===== config.mk =====
export PLATFORM = sky130hd
export DESIGN_NAME = branch_resolver
export DESIGN_NICKNAME = d
export VERILOG_FILES = /design/src/rtl/branch_resolver.sv
export SDC_FILE = /design/constraint.sdc
export NUM_CORES = 1
export LEC_CHECK = 0
export CAP_MARGIN = 20
export CORE_ASPECT_RATIO = 1.75
export CORE_UTILIZATION = 49
export DETAILED_ROUTE_END_ITERATION = 16
export PLACE_DENSITY = 0.8
export SYNTH_ARGS = -nofsm -noshare
export SYNTH_HDL_FRONTEND = slang
export SYNTH_SLANG_ARGS = --single-unit

===== constraint.sdc =====
create_clock -name clk -period 2.4 [get_ports clk]
set_input_delay 0.48 -clock clk [delete_from_list [all_inputs] [get_ports clk]]
set_output_delay 0.48 -clock clk [all_outputs]
set_load 0.02 [all_outputs]

===== src/rtl/branch_resolver.sv =====
// branch_resolver
//   Consumer side of the branch predictor interface. Every conditional
//   branch leaving ID is recorded, with its prediction and history snapshot,
//   in an in-order in-flight queue. When the branch reaches WB, the queue
//   head is retired: the predictor update is strobed, and a misprediction
//   triggers a redirect and a multi-cycle flush. Saturating performance
//   counters track resolved branches and mispredicts.
//
// Ports
//   clk, reset          clock; asynchronous active-high reset
//   id_push             branch leaves ID this cycle
//   predict_taken       prediction used in ID
//   branch_hist_id      history snapshot used for that prediction
//   wb_resolve          branch in WB this cycle
//   taken_wb            actual outcome in WB
//   PC_wb, target_wb    branch PC and computed target in WB
//   enable              predictor update strobe (combinational)
//   branch_hist_wb      history of the queue head (combinational)
//   stall_id            queue full, ID must hold
//   flush               squash IF..MEM
//   redirect_valid      one-cycle pulse to load redirect_pc
//   redirect_pc         corrected fetch address
//   underflow           sticky: resolve seen with an empty queue
//   branch_count        resolved branches (saturating)
//   mispredict_count    mispredicts (saturating)
//
// State table
//   state   | meaning
//   S_IDLE  | normal operation: push, resolve, update
//   S_FLUSH | pipeline flush in progress, ID/WB traffic ignored
module branch_resolver #(
  parameter int hist_reg_width = 4,
  parameter int depth          = 4,
  parameter int flush_cycles   = 3
) (
  input  logic                      clk,
  input  logic                      reset,
  input  logic                      id_push,
  input  logic                      predict_taken,
  input  logic [hist_reg_width-1:0] branch_hist_id,
  input  logic                      wb_resolve,
  input  logic                      taken_wb,
  input  logic [15:0]               PC_wb,
  input  logic [15:0]               target_wb,
  output logic                      enable,
  output logic [hist_reg_width-1:0] branch_hist_wb,
  output logic                      stall_id,
  output logic                      flush,
  output logic                      redirect_valid,
  output logic [15:0]               redirect_pc,
  output logic                      underflow,
  output logic [15:0]               branch_count,
  output logic [15:0]               mispredict_count
);

  localparam int AW = $clog2(depth);
  localparam int PW = AW + 1;
  localparam int CW = $clog2(flush_cycles + 1);
  localparam logic [CW-1:0] FLUSH_INIT = CW'(flush_cycles - 1);

  typedef enum logic {S_IDLE, S_FLUSH} state_t;

  state_t                    state, state_nxt;
  logic [CW-1:0]             cnt, cnt_nxt;
  logic [PW-1:0]             wr_ptr, rd_ptr;
  logic                      pred_mem [depth];
  logic [hist_reg_width-1:0] hist_mem [depth];

  logic idle, full, empty, push, mispredict;

  assign idle  = (state == S_IDLE);
  assign empty = (wr_ptr == rd_ptr);
  assign full  = (wr_ptr[AW-1:0] == rd_ptr[AW-1:0]) &&
                 (wr_ptr[PW-1] != rd_ptr[PW-1]);

  assign stall_id       = full;
  assign enable         = wb_resolve & ~empty & idle;
  assign branch_hist_wb = hist_mem[rd_ptr[AW-1:0]];
  assign mispredict     = enable & (pred_mem[rd_ptr[AW-1:0]] != taken_wb);

  // A full queue still accepts a push when the head retires the same cycle.
  assign push = id_push & idle & (~full | enable);

  always_ff @(posedge clk or posedge reset) begin
    if (reset) begin
      state <= S_IDLE;
      cnt   <= '0;
    end else begin
      state <= state_nxt;
      cnt   <= cnt_nxt;
    end
  end

  always_comb begin
    state_nxt = state;
    cnt_nxt   = cnt;
    flush     = 1'b0;
    case (state)
      S_IDLE: begin
        if (mispredict) begin
          state_nxt = S_FLUSH;
          cnt_nxt   = FLUSH_INIT;
        end
      end
      S_FLUSH: begin
        flush = 1'b1;
        if (cnt == '0) state_nxt = S_IDLE;
        else           cnt_nxt   = cnt - CW'(1);
      end
      default: state_nxt = S_IDLE;
    endcase
  end

  // Payload storage needs no reset: it is only visible while the queue is
  // non-empty, and the pointers are reset.
  always_ff @(posedge clk) begin
    if (push) begin
      pred_mem[wr_ptr[AW-1:0]] <= predict_taken;
      hist_mem[wr_ptr[AW-1:0]] <= branch_hist_id;
    end
  end

  always_ff @(posedge clk or posedge reset) begin
    if (reset) begin
      wr_ptr <= '0;
      rd_ptr <= '0;
    end else if (mispredict) begin
      // Everything younger than the mispredicted branch is wrong-path,
      // including a branch pushed this very cycle.
      wr_ptr <= '0;
      rd_ptr <= '0;
    end else begin
      if (push)   wr_ptr <= wr_ptr + PW'(1);
      if (enable) rd_ptr <= rd_ptr + PW'(1);
    end
  end

  always_ff @(posedge clk or posedge reset) begin
    if (reset) begin
      redirect_valid   <= 1'b0;
      redirect_pc      <= '0;
      underflow        <= 1'b0;
      branch_count     <= '0;
      mispredict_count <= '0;
    end else begin
      redirect_valid <= mispredict;
      if (mispredict)
        redirect_pc <= taken_wb ? target_wb : PC_wb + 16'd2;
      if (wb_resolve & empty & idle)
        underflow <= 1'b1;
      if (enable && branch_count != 16'hFFFF)
        branch_count <= branch_count + 16'd1;
      if (mispredict && mispredict_count != 16'hFFFF)
        mispredict_count <= mispredict_count + 16'd1;
    end
  end

endmodule


Word level (Yosys, flattened, before mapping)
Memories as Yosys holds them, arrays and structs flattened.
Index checks and enable logic that the tools add are counted.
{"block": "word_totals", "wordCells": 57, "memories": 2, "in_bits": 42, "output_inout_bits": 57, "ramBits": 20, "reg_bits": 59}
{"block": "op_classes", "eq_ne": 8, "bitwise_logic": 11, "muxes": 14, "n_reduce_logical": 7, "add_sub_neg": 6}
{"memory": "hist_mem", "depth": 4, "word_bits": 4, "read_ports": 1, "rd_ports_with_merged_regs": 0, "wr": 1, "line_no": "67", "text": "logic [hist_reg_width-1:0] hist_mem [depth];"}
{"memory": "pred_mem", "depth": 4, "word_bits": 1, "read_ports": 1, "rd_ports_with_merged_regs": 0, "wr": 1, "line_no": "66", "text": "logic pred_mem [depth];"}
{"op": "$add A16 B1 Y16 const B", "count": 2}
{"op": "$ne A16 B16 Y1 const B", "count": 2}
{"op": "$add A16 B2 Y16 const B", "count": 1}
{"op": "$mux W16", "count": 1}
{"op": "$mux W3", "count": 4}
{"op": "$and A1 B1 Y1", "count": 7}
{"op": "$add A3 B1 Y3 const B", "count": 2}
{"op": "$mux W1", "count": 5}
{"op": "$mux W2", "count": 2}
{"op": "$pmux W2 S2", "count": 1}
{"op": "$reduce_bool A2 Y1", "count": 2}
{"op": "$eq A3 B3 Y1", "count": 1}
{"op": "$logic_and A1 B1 Y1", "count": 3}
{"op": "$not A1 Y1", "count": 3}
{"op": "$eq A2 B2 Y1", "count": 1}
{"op": "$logic_not A2 Y1", "count": 1}
{"op": "$ne A1 B1 Y1", "count": 2}
{"op": "$ne A2 B1 Y1 const B", "count": 1}
{"op": "$ne A2 B2 Y1 const B", "count": 1}
{"op": "$pmux W1 S2", "count": 1}
{"op": "$reduce_and A2 Y1", "count": 1}
{"op": "$sub A2 B1 Y2 const B", "count": 1}
{"op": "$or A1 B1 Y1", "count": 1}

Longest topological paths before layout
{"block": "logic_depth", "depth_word": 8, "mapped_depth": 9, "ltp_nobuf": 7}

Worst setup path after synthesis
Ideal clock, no wire load.
{"block": "synth_timing", "path_kind": "register to register", "from": "register rd_ptr[0]", "to": "register mispredict_count[1]", "path_buffers": 2, "stages_incl_launch_ff": 7, "period_less_slack_ps": 2130, "setup_ps": 125, "arrival_time_ps": 2006, "required_ps": 2275, "setup_slack_ps": 270, "cell_sequence": "dfrtp_1 buf_6 mux4_2 xnor2_2 or3_1 buf_6 mux2_2"}
{"block": "synth_between", "elab_chain_cells": 6, "elab_cells_between_ends": 8, "classes_between": "eq/ne: 2; bitwise: 4; reduce/logical: 1; memory: 1"}
{"element": "from (decl)", "line_no": "65", "text": "logic [PW-1:0] wr_ptr, rd_ptr;"}
{"element": "from (signal assigned)", "line_no": "134", "text": "if (enable) rd_ptr <= rd_ptr + PW'(1);"}
{"element": "$eq A3 B3 Y1", "line_no": "72", "text": "assign empty = (wr_ptr == rd_ptr);"}
{"element": "$not A1 Y1", "line_no": "77", "text": "assign enable = wb_resolve & ~empty & idle;"}
{"element": "$and A1 B1 Y1 (2 in series)", "line_no": "77"}
{"element": "$and A1 B1 Y1 *", "line_no": "79", "text": "assign mispredict = enable & (pred_mem[rd_ptr[AW-1:0]] != taken_wb);"}
{"element": "$logic_and A1 B1 Y1 *", "line_no": "153", "text": "if (mispredict && mispredict_count != 16'hFFFF)"}
{"element": "to (signal assigned)", "line_no": "154", "text": "mispredict_count <= mispredict_count + 16'd1;"}
{"element": "to (decl)", "line_no": "53", "text": "output logic [15:0] mispredict_count"}
Mark *: on every way between the ends. The rest lies on a longest branch, timed or not.
A chain may end at the register's enable or synchronous reset.

Worst setup path in the final report
{"block": "layout_timing", "from": "register rd_ptr[0]", "to": "output branch_hist_wb[3]"}
{"block": "layout_between", "elab_chain_cells": 1}
{"element": "$mem_v2 Z4 W4"}
{"element": "to (decl)", "line_no": "46", "text": "output logic [hist_reg_width-1:0] branch_hist_wb,"}
Every way passes these cells.

==> metrics.txt <==
final setup vio count 0; hold buffers post-CTS 0; synth cell count leaders dfrtp_1 (59), nand2_1 (37), xor2_1 (25); RSZ-0062 raised after global routing no; ys flop type dfrtp_1; Sw Pwr 1939 uW; Placed Instances 538; Relative slew margins 74.24%; Lkg Pwr 0.002290 uW; via count 2930; Reg power frac 37.0%; clock network power share 24.1%; final-report hold violation count 0; run status complete, no violations; I/O pin count 99; GPL Wtd Cong 0.8131; Die X 69.08 um; first-pass GRT wire length 13560 um; delay-heaviest family, CP multiplexers; ordered list of cells on the worst path buf_4 -> mux4_1 -> dlygate4sd2_1; CTS H-tree depth 3; Layout Nets 513; R2R cell count 5; Int Power 3573 uW; post-synth top area share 38.26%; Std-Cell Rows 42; sequential fraction of the synthesis area a little over half; largest family of logic cells by synthesized area simple AND/OR/NAND/NOR gates; post-synthesis register bit count 79; Post-DRT Antenna Nets 0; Metal-1 WL roughly 3200 um; routed wl met3 345 um; Hold Path End redirect_pc[14]; drt total wl approximately 8000 um; FF-to-FF setup slack 0.23 ns; total grt overflow 0; port bufs 98; reg2reg end mispredict_count[6]; Hold Crit Depth 2; CTS Root Cell clkbuf_16; fin. max-slew vios 0; Slew @ Worst Pin 0.3828 ns; Synth Area in Compound Gates 5.577%; Distinct cells, synth 42; Reg clk slew, reported paths 0.06 ns; worst path buffer plus inverter count 2; Highest Signal Layer met4; maxcap violations 0; HP Start redirect_pc[14]; syn avg cell area 11.18 um2; antenna diode count 0; top post-synthesis cells by area dfrtp_1 (38%), edfxtp_1 (16%), xor2_1 (5.7%); Initial Utilization 50.64%; Routed WL per cell 14.51 um; routed wl met2 about 4300 um; Die Area 8247 um2; slowest CP cell mux4_1; core area 7620 um2; die height between 100 and 150 um; Power Dens Cells a little over 1000 nW/um2; largest net degree at the start of global routing 60; worst vdd ir 0.0008409 V; worst path arrival time 1.85 ns; final critical-path required period 2.327 ns; Total GRT Usage about a fifth; Max Freq approximately 0.43 GHz; cts bufs inserted 9; clock skew 0.005721 ns; Worst-Skew Late Latency 0.34 ns; slowest stage delay, CP about 0.57 ns; Synth Warn # 0; period utilization 96.96%; largest area contributor in the netlist dfrtp_1; Layout area overhead 38.39%; kind of critical path flip-flop to output pin; Vias per Instance 5.279; Post-DP HPWL 6103 um; ys async rst share 74.68%; TritonCTS clock tree built; Critical Path Start Type flip-flop; Critical Path Sink Type output pin; vias in the first global route a little under 3000; Overall Power 5513 uW; Reg-to-Reg Start rd_ptr[0]; share of layout cells above drive strength 1 between 10% and 20%; Post-Synth XOR/XNOR Area 11.54%; clock buffer depth 2; sw frac 35.18%; syn nets 396; DR iter-0 viols between 100 and 150; synthesized instance count about 350; Setup crit start rd_ptr[0]; post-synthesis simple-gate area fraction 17.12%; number of flops mapped to enable cells by yosys 20; worst endpoint required time 1.92 ns; TritonRoute pass-1 iters 6; maximum fanout along the worst path 6; initial antenna violation count 0; DRC violations left 0; Clock Sinks 79; count leader, synth dfrtp_1; post-synthesis adder-cell area fraction 2.918%; combinational share of power 38.9%; number of non-filler instances in the completed layout ~560; HP Class flip-flop to flip-flop; post-synthesis mux area share under 10%; Synth Cell Area around 3900 um2
==> cells in the final DEF (no fill, tap or decap), types with 2 or more instances in the layout <==
cell type        count
nor3_2               3
and2_1               5
o21ai_0             22
clkdlybuf4s50_1     92
mux2_2               3
a21oi_1              5
nand4_1             12
edfxtp_1            20
mux4_1               3
a22o_1               2
xnor2_1             24
nand3_1             21
buf_12               2
mux4_2               2
clkinv_1             2
buf_4               15
nand2_1             37
nor3_1              12
nor2b_1              2
dfrtp_1             58
inv_2                2
nor4_1               5
nand2b_1             2
mux2i_1              8
xor2_1              24
dlygate4sd2_1        6
ha_1                 9
nor2_1              22
inv_1               13
clkinv_2             2
and3_1               4
clkbuf_16            9
==> sequential cells by signal, indices dropped and copies added, names as in the netlist <==
signal and cells:
branch_count 16, cnt 2, hist_mem 16, mispredict_count 16, pred_mem 4, rd_ptr 3, redirect_pc 16, redirect_valid 1
state 1, underflow 1, wr_ptr 3
==> worst max-delay path by stage <==
stage | slack, ns | cells past startpoint | endpoint
after floorplan | 0.27 | 6 | mispredict_count[1]
after global placement | -0.05 | 5 | enable
after detailed placement | -0.05 | 5 | enable
after CTS | 0.04 | 3 | branch_hist_wb[3]
after global routing | 0.02 | 3 | branch_hist_wb[3]
final | 0.07 | 3 | branch_hist_wb[3]
==> power groups by stage <==
stage	clock network [uW]	logic, uW	registers (uW)
global placement	0	2130	2040
detailed placement	0	2190	2060
finish	1330	2150	2040
floorplan	0	1010	2270
CTS	1340	2160	2040
global route	1410	2330	2100
==> layer usage <==
metal  up-vias  track usage (%)
li1       1454                -
met4         0            9.439
met1      1381            24.07
met5         -                0
met2        79            36.65
met3        16            5.753
==> per-stage QoR <==
step / area, um2 / hold WS, ns / util [%] / TNS (ns) / setup slack (ns)
global route: 5340 / 0.5037 / 70.08 / 0 / 0.01654
detailed placement: 5041 / 0.4733 / 66.16 / -0.1394 / -0.04782
global placement: 5041 / 0.4630 / 66.16 / -0.04724 / -0.04724
floorplan: 3859 / 0.4598 / - / 0 / 0.2697
finish: 5340 / 0.4796 / 70.08 / 0 / 0.07298
CTS: 5333 / 0.4861 / 69.98 / 0 / 0.04110
==> kinds of logic (layout without fill, tap and decap cells) <==
kind of cell / after synthesis / count (layout)
AOI/OAI and AO/OA: 36 / 36
xor gates and xnor gates: 50 / 50
adders and majority gates: 9 / 9
buffers and inverters: 24 / 146
DFF: 79 / 79
muxes: 16 / 16
and+or+nand+nor: 131 / 131
==> timing repair <==
| item | CTS | global route |
|---|---|---|
| pin swaps | 0 | 0 |
| setup buffers | 0 | 1 |
| setup endpoints to repair | 6 | 2 |
| resized for setup | 8 | 0 |
==> layout make-up <==
class                      instances  area, um2
fill                             576       2280
sequential                        79       2078
multi-input combinational        242       1679
timing repair buffer             115       1126
clock buffer                      11      242.7
tap                               88      110.1
inverter                          15      56.30
clock inverter                     5      47.55
==> worst min-delay path, cell delays in order (launching register included) <==
cell and delay, ns:
dfrtp_1 0.34, nand2_1 0.05, o21ai_0 0.06
Note: power is estimated with default switching activity, not from simulation.
